## src/rtl/iob_nco_multi_pkg.sv

```systemverilog
// Shared constants and types for the multi-channel fractional-period NCO.
// Holds the config address map, the CTRL bit layout and the channel state encoding.
package iob_nco_multi_pkg;

  localparam logic [1:0] NCO_ADDR_PERIOD = 2'd0;
  localparam logic [1:0] NCO_ADDR_DUTY   = 2'd1;
  localparam logic [1:0] NCO_ADDR_BURST  = 2'd2;
  localparam logic [1:0] NCO_ADDR_CTRL   = 2'd3;

  localparam int NCO_CTRL_EN        = 0;
  localparam int NCO_CTRL_BURST     = 1;
  localparam int NCO_CTRL_WAIT_SYNC = 2;
  localparam int NCO_CTRL_W         = 3;

  typedef enum logic [1:0] {
    NCO_IDLE  = 2'd0,
    NCO_ARMED = 2'd1,
    NCO_RUN   = 2'd2
  } nco_state_e;

endpackage

```

## src/rtl/iob_nco_multi_ch.sv

```systemverilog
// One NCO channel: shadow config registers, IDLE/ARMED/RUN control, fractional
// period accumulator with round-half-even quantisation, and the registered clock output.
module iob_nco_ch
  import iob_nco_multi_pkg::*;
#(
  parameter int INT_W   = 16,
  parameter int FRAC_W  = 16,
  parameter int BURST_W = 16
) (
  input  logic                    clk_i,
  input  logic                    cke_i,
  input  logic                    rst_i,
  input  logic                    wr_en_i,
  input  logic [1:0]              wr_addr_i,
  input  logic [INT_W+FRAC_W-1:0] wr_data_i,
  input  logic                    start_i,
  output logic                    clk_o,
  output logic                    busy_o,
  output logic                    done_o
);

  localparam int PW = INT_W + FRAC_W;
  localparam int AW = PW + 1;
  localparam int QW = INT_W + 1;
  localparam logic [FRAC_W-1:0] FRAC_HALF = {1'b1, {(FRAC_W-1){1'b0}}};

  nco_state_e state, state_nxt;

  logic [PW-1:0]         per_sh, per_act;
  logic [INT_W-1:0]      duty_sh, duty_act;
  logic [BURST_W-1:0]    burst_sh, bcnt, burst_eff;
  logic [NCO_CTRL_W-1:0] ctrl, ctrl_cur;
  logic [AW-1:0]         acc, acc_nxt;
  logic [AW:0]           acc_sum, acc_dec;
  logic [QW-1:0]         acc_int, quant_rnd, quant, high_cnt, duty_ext, cnt;
  logic [FRAC_W-1:0]     acc_frac;
  logic                  wr_ctrl, boundary, burst_last, clk_int;
  logic                  run_load, done_nxt, clr_en, clk_q, done_q;

  // A CTRL write takes effect on the FSM in the same cycle it is presented.
  assign wr_ctrl  = wr_en_i && (wr_addr_i == NCO_ADDR_CTRL);
  assign ctrl_cur = wr_ctrl ? wr_data_i[NCO_CTRL_W-1:0] : ctrl;

  assign acc_int  = acc[AW-1:FRAC_W];
  assign acc_frac = acc[FRAC_W-1:0];

  // NOTE: every signal written in an always_comb gets a default first so no latch is inferred.
  always_comb begin
    quant_rnd = acc_int;
    if (acc_frac > FRAC_HALF)
      quant_rnd = acc_int + QW'(1);
    else if (acc_frac == FRAC_HALF)
      quant_rnd = acc_int + QW'(acc_int[0]);
    quant = (quant_rnd < QW'(2)) ? QW'(2) : quant_rnd;

    duty_ext = QW'(duty_act);
    high_cnt = quant >> 1;
    if (duty_act != '0)
      high_cnt = (duty_ext < quant - QW'(1)) ? duty_ext : quant - QW'(1);
  end

  assign boundary   = (state == NCO_RUN) && (cnt == quant - QW'(1));
  assign burst_eff  = (burst_sh == '0) ? BURST_W'(1) : burst_sh;
  assign burst_last = ctrl_cur[NCO_CTRL_BURST] && (bcnt >= burst_eff - BURST_W'(1));
  assign clk_int    = (state == NCO_RUN) && (cnt < high_cnt);

  // Floor at zero: periods below 2 cycles settle at quant=2 instead of wrapping the accumulator.
  assign acc_sum = {1'b0, acc} + (AW+1)'(per_act);
  assign acc_dec = {1'b0, quant, {FRAC_W{1'b0}}};
  assign acc_nxt = (acc_sum >= acc_dec) ? AW'(acc_sum - acc_dec) : '0;

  always_comb begin
    state_nxt = state;
    run_load  = 1'b0;
    done_nxt  = 1'b0;
    clr_en    = 1'b0;
    case (state)
      NCO_IDLE: begin
        if (wr_ctrl && wr_data_i[NCO_CTRL_EN]) begin
          if (wr_data_i[NCO_CTRL_WAIT_SYNC]) begin
            state_nxt = NCO_ARMED;
          end else begin
            state_nxt = NCO_RUN;
            run_load  = 1'b1;
          end
        end
      end
      NCO_ARMED: begin
        if (!ctrl_cur[NCO_CTRL_EN]) begin
          state_nxt = NCO_IDLE;
        end else if (start_i) begin
          state_nxt = NCO_RUN;
          run_load  = 1'b1;
        end
      end
      NCO_RUN: begin
        if (boundary) begin
          if (!ctrl_cur[NCO_CTRL_EN]) begin
            state_nxt = NCO_IDLE;
          end else if (burst_last) begin
            state_nxt = NCO_IDLE;
            done_nxt  = 1'b1;
            clr_en    = 1'b1;
          end
        end
      end
      default: state_nxt = NCO_IDLE;
    endcase
  end

  // NOTE: sequential state uses non-blocking assignments so all registers update together.
  always_ff @(posedge clk_i) begin
    if (rst_i)
      state <= NCO_IDLE;
    else if (cke_i)
      state <= state_nxt;
  end

  always_ff @(posedge clk_i) begin
    if (rst_i) begin
      per_sh   <= '0;
      duty_sh  <= '0;
      burst_sh <= '0;
      ctrl     <= '0;
      acc      <= '0;
      per_act  <= '0;
      duty_act <= '0;
      cnt      <= '0;
      bcnt     <= '0;
      clk_q    <= 1'b0;
      done_q   <= 1'b0;
    end else if (cke_i) begin
      if (wr_en_i) begin
        case (wr_addr_i)
          NCO_ADDR_PERIOD: per_sh   <= wr_data_i;
          NCO_ADDR_DUTY:   duty_sh  <= wr_data_i[INT_W-1:0];
          NCO_ADDR_BURST:  burst_sh <= wr_data_i[BURST_W-1:0];
          default: ;
        endcase
      end
      ctrl <= ctrl_cur;
      if (clr_en)
        ctrl[NCO_CTRL_EN] <= 1'b0;

      // Active values reload only at a boundary, so a same-cycle shadow write lands one period later.
      if (run_load) begin
        acc      <= {1'b0, per_sh};
        per_act  <= per_sh;
        duty_act <= duty_sh;
        cnt      <= '0;
        bcnt     <= '0;
      end else if (boundary) begin
        acc      <= acc_nxt;
        per_act  <= per_sh;
        duty_act <= duty_sh;
        cnt      <= '0;
        bcnt     <= bcnt + BURST_W'(1);
      end else if (state == NCO_RUN) begin
        cnt <= cnt + QW'(1);
      end

      clk_q  <= clk_int;
      done_q <= done_nxt;
    end
  end

  assign clk_o  = clk_q;
  assign done_o = done_q;
  assign busy_o = (state != NCO_IDLE);

endmodule

```

## src/rtl/iob_nco_multi.sv

```systemverilog
// N_CH-channel fractional-period NCO clock generator.
// Decodes the config target channel into per-channel write enables and fans out start_i.
module iob_nco_multi
  import iob_nco_multi_pkg::*;
#(
  parameter int  N_CH    = 4,
  parameter int  INT_W   = 16,
  parameter int  FRAC_W  = 16,
  parameter int  BURST_W = 16,
  localparam int CH_W    = (N_CH > 1) ? $clog2(N_CH) : 1
) (
  input  logic                    clk_i,
  input  logic                    cke_i,
  input  logic                    rst_i,
  input  logic                    cfg_valid_i,
  output logic                    cfg_ready_o,
  input  logic [CH_W-1:0]         cfg_ch_i,
  input  logic [1:0]              cfg_addr_i,
  input  logic [INT_W+FRAC_W-1:0] cfg_wdata_i,
  input  logic                    start_i,
  output logic [N_CH-1:0]         clk_o,
  output logic [N_CH-1:0]         busy_o,
  output logic [N_CH-1:0]         done_o
);

  assign cfg_ready_o = 1'b1;

  // Channel indices at or above N_CH match no instance, so those writes fall on the floor.
  for (genvar g = 0; g < N_CH; g++) begin : g_ch
    logic wr_en;
    assign wr_en = cfg_valid_i && (cfg_ch_i == CH_W'(g));

    iob_nco_ch #(
      .INT_W  (INT_W),
      .FRAC_W (FRAC_W),
      .BURST_W(BURST_W)
    ) u_ch (
      .clk_i    (clk_i),
      .cke_i    (cke_i),
      .rst_i    (rst_i),
      .wr_en_i  (wr_en),
      .wr_addr_i(cfg_addr_i),
      .wr_data_i(cfg_wdata_i),
      .start_i  (start_i),
      .clk_o    (clk_o[g]),
      .busy_o   (busy_o[g]),
      .done_o   (done_o[g])
    );
  end

endmodule

```

## config.mk

```make
export PLATFORM = sky130hd
export DESIGN_NAME = iob_nco_multi
export DESIGN_NICKNAME = d
export VERILOG_FILES = /design/src/rtl/iob_nco_multi_pkg.sv /design/src/rtl/iob_nco_multi_ch.sv /design/src/rtl/iob_nco_multi.sv
export SDC_FILE = /design/constraint.sdc
export NUM_CORES = 2
export LEC_CHECK = 0
export BUFFER_PORTS_ARGS = -buffer_cell sky130_fd_sc_hd__clkbuf_2
export CAP_MARGIN = 15
export CORE_MARGIN = 4
export CORE_UTILIZATION = 25
export DETAILED_ROUTE_END_ITERATION = 16
export SETUP_SLACK_MARGIN = 0.4
export SYNTH_ARGS = -nofsm -noshare
export SYNTH_HDL_FRONTEND = slang
export SYNTH_HIERARCHICAL = 1
export SYNTH_SLANG_ARGS = --single-unit
```

## constraint.sdc

```tcl
create_clock -name clk_i -period 22.1 [get_ports clk_i]
set_input_delay 2.21 -clock clk_i [delete_from_list [all_inputs] [get_ports clk_i]]
set_output_delay 2.21 -clock clk_i [all_outputs]
set_load 0.02 [all_outputs]
```

# Word level (Yosys, flattened, before mapping)

Index checks and enable logic that the tools add are counted.

Output and inout port bits: 13
Bits in read-only memories: 0
Register bits after elaboration: 736
Bits in latches: 0
Memory bits (writable): 0
Word-level logic and storage cells: 352
Memories kept: 0

Equality and inequality tests: 38
$add $sub $neg: 32
Shift operators: 0
Multipliers: 0
Divide/modulo/power cells: 0
$lt $le $gt $ge: 24
Multiplexer cells: 136
Reductions and logical operators: 74
Bitwise gates (word level): 0

Operators by type and width:

| cell                    | count |
|---|---|
| $mux W17                | 32 |
| $mux W33                | 12 |
| $mux W16                | 20 |
| $mux W32                | 8 |
| $add A17 B1 Y17 const B | 8 |
| $add A33 B32 Y34        | 4 |
| $ge A34 B33 Y1          | 4 |
| $sub A33 B33 Y33        | 4 |
| $add A17 B1 Y17         | 4 |
| $eq A17 B17 Y1          | 4 |
| $lt A16 B17 Y1          | 4 |
| $lt A17 B17 Y1          | 4 |
| $lt A17 B2 Y1 const B   | 4 |
| $sub A17 B1 Y17 const B | 4 |
| $add A16 B1 Y16 const B | 4 |
| $eq A16 B16 Y1 const B  | 4 |
| $ge A16 B16 Y1          | 4 |
| $gt A16 B16 Y1 const B  | 4 |
| $logic_not A16 Y1       | 4 |
| $reduce_bool A16 Y1     | 4 |
| $sub A16 B1 Y16 const B | 4 |
| $mux W2                 | 26 |
| $reduce_and A3 Y1       | 12 |
| $mux W1                 | 30 |
| 12 further kinds        | 92 |

# Longest topological paths before layout

Word-level depth: 11
Mapped depth: 40
Depth with buffers taken out: 36

# Cells and area by module

The synthesis kept the hierarchy.

By module, submodules not included:

| module        | cells an instance | times used | area each (um^2) | seq. area each (um^2) |
|---|---|---|---|---|
| iob_nco_ch    | 1710              | 4          | 12799.8          | 3683.5 |
| iob_nco_multi | 6                 | 1          | 48.8             | 0.0 |

# Worst setup path before layout

Ideal clock, no wire load.

Path kind: register -> register
Start: reg g_ch[0].u_ch.acc[16]
End: reg g_ch[0].u_ch.clk_q
Required time: 22030 ps
Arrival: 7564 ps
Buffers on the path: 4
Slack: 14466 ps
Period minus slack after synthesis: 7634 ps
Setup time: 70 ps
Cell stages (with the launch flop): 39
Cells stage by stage: dfxtp_1 ha_1 buf_2 nand3_1 nor4_1 xnor2_1 and4_4 and3_1 buf_2 nor2_1 inv_1 ha_1 o221ai_1 nand4bb_1 clkbuf_1 nor2_1 xnor2_1 inv_1 [... 3 more ...] a221o_1 a21oi_1 a21oi_1 clkbuf_1 mux2i_1 a21oi_1 ha_1 a21o_1 a21o_1 a21oi_1 nor2b_1 o21ai_0 nand2b_1 a21oi_1 o21a_1 a21oi_1 or4b_2 a21oi_1

Longest elaborated chain between the ends: 11
Elaborated cells on any way between the ends: 12
Those cells by class: add/sub: 3; order compare: 3; mux: 5; reduce/logical: 1

RTL lines:

| element                 | RTL line                | text |
|---|---|---|
| from (decl)             | iob_nco_multi_ch.sv:33  | `logic [AW-1:0] acc, acc_nxt;` |
| from (signal assigned)  | iob_nco_multi_ch.sv:147 | `acc <= {1'b0, per_sh};` |
| from (signal assigned)  | iob_nco_multi_ch.sv:153 | `acc <= acc_nxt;` |
| $add A17 B1 Y17         | iob_nco_multi_ch.sv:53  | `quant_rnd = acc_int + QW'(acc_int[0]);` |
| $mux W17                | iob_nco_multi_ch.sv:52  | `else if (acc_frac == FRAC_HALF)` |
| $mux W17 (*)            | iob_nco_multi_ch.sv:50  | `if (acc_frac > FRAC_HALF)` |
| $lt A17 B2 Y1           | iob_nco_multi_ch.sv:54  | `quant = (quant_rnd < QW'(2)) ? QW'(2) : quant_rnd;` |
| $mux W17 (*)            | iob_nco_multi_ch.sv:54  |  |
| $sub A17 B1 Y17         | iob_nco_multi_ch.sv:59  | `high_cnt = (duty_ext < quant - QW'(1)) ? duty_ext : quant - QW'(1);` |
| $lt A16 B17 Y1          | iob_nco_multi_ch.sv:59  |  |
| $mux W17                | iob_nco_multi_ch.sv:59  |  |
| $mux W17 (*)            | iob_nco_multi_ch.sv:58  | `if (duty_act != '0)` |
| $lt A17 B17 Y1 (*)      | iob_nco_multi_ch.sv:65  | `assign clk_int = (state == NCO_RUN) && (cnt < high_cnt);` |
| $logic_and A1 B1 Y1 (*) | iob_nco_multi_ch.sv:65  |  |
| to (signal assigned)    | iob_nco_multi_ch.sv:162 | `clk_q <= clk_int;` |
| to (decl)               | iob_nco_multi_ch.sv:38  | `logic run_load, done_nxt, clr_en, clk_q, done_q;` |

Mark *: on every way between the ends. The rest lies on a longest branch, timed or not.
A chain may end at the register's enable or synchronous reset.

# Final worst setup path

Start: reg g_ch[1].u_ch.acc[16]
End: reg g_ch[1].u_ch.clk_q

Longest elaborated chain between the ends: 11
Elaborated cells on any way between the ends: 12
Those cells by class: add/sub: 3; order compare: 3; mux: 5; reduce/logical: 1

RTL lines:

| element                 | RTL line |
|---|---|
| from (decl)             | iob_nco_multi_ch.sv:33 |
| from (signal assigned)  | iob_nco_multi_ch.sv:147 |
| from (signal assigned)  | iob_nco_multi_ch.sv:153 |
| $add A17 B1 Y17         | iob_nco_multi_ch.sv:53 |
| $mux W17                | iob_nco_multi_ch.sv:52 |
| $mux W17 (*)            | iob_nco_multi_ch.sv:50 |
| $lt A17 B2 Y1           | iob_nco_multi_ch.sv:54 |
| $mux W17 (*)            | iob_nco_multi_ch.sv:54 |
| $sub A17 B1 Y17         | iob_nco_multi_ch.sv:59 |
| $lt A16 B17 Y1          | iob_nco_multi_ch.sv:59 |
| $mux W17                | iob_nco_multi_ch.sv:59 |
| $mux W17 (*)            | iob_nco_multi_ch.sv:58 |
| $lt A17 B17 Y1 (*)      | iob_nco_multi_ch.sv:65 |
| $logic_and A1 B1 Y1 (*) | iob_nco_multi_ch.sv:65 |
| to (signal assigned)    | iob_nco_multi_ch.sv:162 |
| to (decl)               | iob_nco_multi_ch.sv:38 |

Marks and branches as above.

==> results.yml <==
clock_network:
  ctsHoldBuffers: 0
  cts_made_buffers: 88
  htree_levels: 3
  cts_root_buf: "clkbuf_16"
  path_clk_slew_ns: 0.06
  clock_sinks: 736
  clkLatencyLatePin_ns: 0.72
  cts.path.max_buffers: 3
  ctsResizeCount: 0
  post-cts-setup-buffer-count: 0
  cts_tree: "yes"
sta:
  relSlewSlack_pct: 24.37
  hold-worst-slack_ns: 0.4494
  setup_viol: 0
  finalMaxSlewViolations: 0
  period_share_pct: 40.57
  skew_ns: 0.03588
  hold_viol: 0
  rsz0062_at_grt: "false"
  fmax_ghz: 0.1115
  worst-slew-pin-transition_ns: 1.132
  period_minus_slack_ns: 8.965
  fin_tns_setup_ns: 0
setup_path:
  cp_common_cell: "a21oi_1"
  slowest_stage: "dfxtp_1"
  worstPathMaxFanout: 18
  endpoint_kind: "register"
  cp-start-kind: "register"
  crit_required_ns: 22.74
  critical_path_class: "register to register"
  slowest_delay_ns: 0.63
  critPathArrivalTime_ns: 9.60
synthesis:
  yosysUniqueCellTypes: 82
  ys_async_sr_fraction_pct: 0
  avgSynthCellArea_um2: 7.486
  synth_flop_cell: "dfxtp_1"
  yosys_warnings: 6
  ys_ff_latch: 736
  synth_enable_flop_cells: 0
  synthesis.nets: 7299
  netlist_area_um2: 51250
  postSynthCellCount: 6846
  synth.yosys.seq_area_share_pct: 28.75
floorplan:
  core_region_area_um2: 202900
  ioPinCount: 54
  rows: 165
  die_w_um: 460.8
  die_area_um2: 212300
  start_util_pct: 25.25
  die_h_um: 460.8
power_and_ir_drop:
  total_power_mw: 3.100
  intPower_mw: 2.301
  p_leak_nw: 21.66
  swShare_pct: 25.78
  comb_power_share_pct: 6.4
  vdd_ir_drop_max_v: 0.00007174
  power_density_nw_per_um2: 54.29
  pwr-share-seq_pct: 43.1
  switching_power_uw: 799.3
  clockPowerShare_pct: 50.5
final_layout:
  fillerInstances: 21890
  multi_input_area_um2: 34370
  final_cells: 9433
  seqCellArea_um2: 14730
  syn_to_final_growth_pct: 11.41
  num-nets-final: 7141
  drive_gt1_share_pct: 6.126
grt:
  grt_usage_pct: 16.29
  grt_max_degree: 141
  grt_overflow: 0
  first_global_vias: 46480
  antenna_found_initial: 12
  grt_first_pass_wirelength_um: 276700
place:
  dp_cells: 9270
  dp.final_hpwl_um: 127700
  io_buffers: 52
  gp_congestion: 0.9265
drt:
  routedWlPerCell_um: 19.01
  firstDrtPassIters: 6
  route.detailed.drc: 0
  drt_iter0_markers: 4418
  vias_per_cell: 5.241
  vias: 49440
  wl_um: 179300
  ant_nets: 0
job:
  drv_cap: 0
worst_hold_path:
  hp-class: "register to register"
outcome:
  status: "finished, final reports clean"
==> cell usage after synthesis, types with 20 or more instances <==
library cell	count	share of area, %
o21a_1	48	0.70
o21ai_0	196	1.9
mux2i_1	60	1.2
xnor2_1	260	4.4
inv_1	196	1.4
dfxtp_1	736	29
xor2_1	196	3.3
and4_1	28	0.48
ha_1	404	9.9
a221oi_1	24	0.41
a211oi_1	44	0.64
clkbuf_1	284	2.1
buf_2	44	0.43
nor2b_1	60	0.73
nor4_1	88	1.1
or2_2	36	0.44
nand3_1	252	2.5
a21oi_1	904	8.8
nand4_1	136	1.7
and2_1	56	0.68
nand2_1	1288	9.4
nor2_1	472	3.5
nand2b_1	48	0.59
o31ai_1	20	0.29
a31oi_1	124	1.5
o211ai_1	32	0.47
nor3_1	140	1.4
or4_1	36	0.53
and3_1	64	0.78
a21o_1	128	1.9
or3_1	40	0.49
buf_1	20	0.15
==> power groups by stage <==
stage	clock (mW)	combinational, mW	sequential [mW]
4_1_cts	1.60	0.198	1.34
3_5_place_dp	0	0.197	1.36
2_1_floorplan	0	0.117	1.36
5_1_grt	1.65	0.215	1.34
3_3_place_gp	0	0.194	1.36
6_report	1.57	0.199	1.34
==> per-stage QoR <==
stage	utilization, %	cell area, um^2	setup slack (ns)
final	28.14	57100	13.13
after global routing	28.13	57090	12.44
after CTS	28.13	57090	13.28
after detailed placement	26.60	53980	13.30
after global placement	26.60	53980	13.48
after floorplan	-	51250	14.47
==> final cells by class <==
cell class | count | share of cell area, %
Tap cell | 2672 | 5.855
Multi-Input combinational cell | 5541 | 60.19
Clock buffer | 110 | 4.231
Clock inverter | 50 | 1.210
Sequential cell | 736 | 25.81
Timing Repair Buffer | 117 | 1.354
Inverter | 204 | 1.341
Antenna cell | 3 | 0.01315
==> cell usage in the layout, fill, tap and decap left out, types with 24 or more instances in the layout <==
master,instances
nand2_1,1287
a21oi_1,904
dfxtp_1,736
nor2_1,468
ha_1,404
xnor2_1,260
nand3_1,252
inv_1,196
xor2_1,196
o21ai_0,196
nand4_1,136
nor3_1,136
a21o_1,128
a31oi_1,124
clkbuf_16,89
nor4_1,88
buf_4,65
and3_1,64
mux2i_1,60
nor2b_1,56
and2_1,56
clkbuf_2,50
nand2b_1,48
a211oi_1,44
o21a_1,44
or3_1,40
or4_1,36
or2_2,36
o211ai_1,32
and4_1,28
a221oi_1,24
==> sequential cells by signal, summed over array words and instances, names as in the netlist <==
register            cells
g_ch.u_ch/ctrl          8
g_ch.u_ch/clk_o         4
g_ch.u_ch/per_act     128
g_ch.u_ch/state         8
g_ch.u_ch/acc         132
g_ch.u_ch/done_o        4
g_ch.u_ch/burst_sh     64
g_ch.u_ch/duty_act     64
g_ch.u_ch/per_sh      128
g_ch.u_ch/duty_sh      64
g_ch.u_ch/cnt          68
g_ch.u_ch/bcnt         64
==> kinds of logic (layout without fill, tap and decap cells) <==
family          Yosys count  count (layout)  share of synthesized area [%]
compound gates         1736            1736                          20.42
xor+xnor                476             476                          8.623
fa+ha+maj               412             412                          10.18
buf+inv                 569             481                          4.409
flops                   736             736                          28.75
mux                      76              76                          1.523
other cells               5               8                        0.03663
simple gates           2836            2836                          26.06
==> worst max-delay path, delay by kind of cell (launching register included) <==
kind / cells / cell delay [ns]
adder cells (fa/ha/maj): 4 / 1.30
AND/OR/NAND/NOR: 12 / 3.62
flip-flops: 1 / 0.63
multiplexers: 1 / 0.23
XOR/XNOR: 2 / 0.60
buffers and inverters: 3 / 0.47
AO/OA/AOI/OAI: 14 / 2.02
==> routing by layer <==
metal / GRT usage (%) / vias up / routed length [um]
met2: 26.40 / 1488 / 81520
met1: 22.50 / 23720 / 82420
li1: - / 23990 / -
met3: 2.078 / 243 / 10340
met5: 0 / - / 0
met4: 4.860 / 0 / 5047
==> final timing paths <==
check / startpoint / to / slack [ns] / depth (start not counted)
setup / recovery: g_ch[1].u_ch/acc[16] / g_ch[1].u_ch/clk_o / 13.13 / 36
hold / removal: g_ch[3].u_ch/per_sh[15] / g_ch[3].u_ch/per_act[15] / 0.45 / 2
setup reg to reg: g_ch[1].u_ch/acc[16] / g_ch[1].u_ch/clk_o / 13.13 / 36
hold reg to reg: g_ch[3].u_ch/per_sh[15] / g_ch[3].u_ch/per_act[15] / 0.45 / 2
Power figures use the tool's default switching activity.
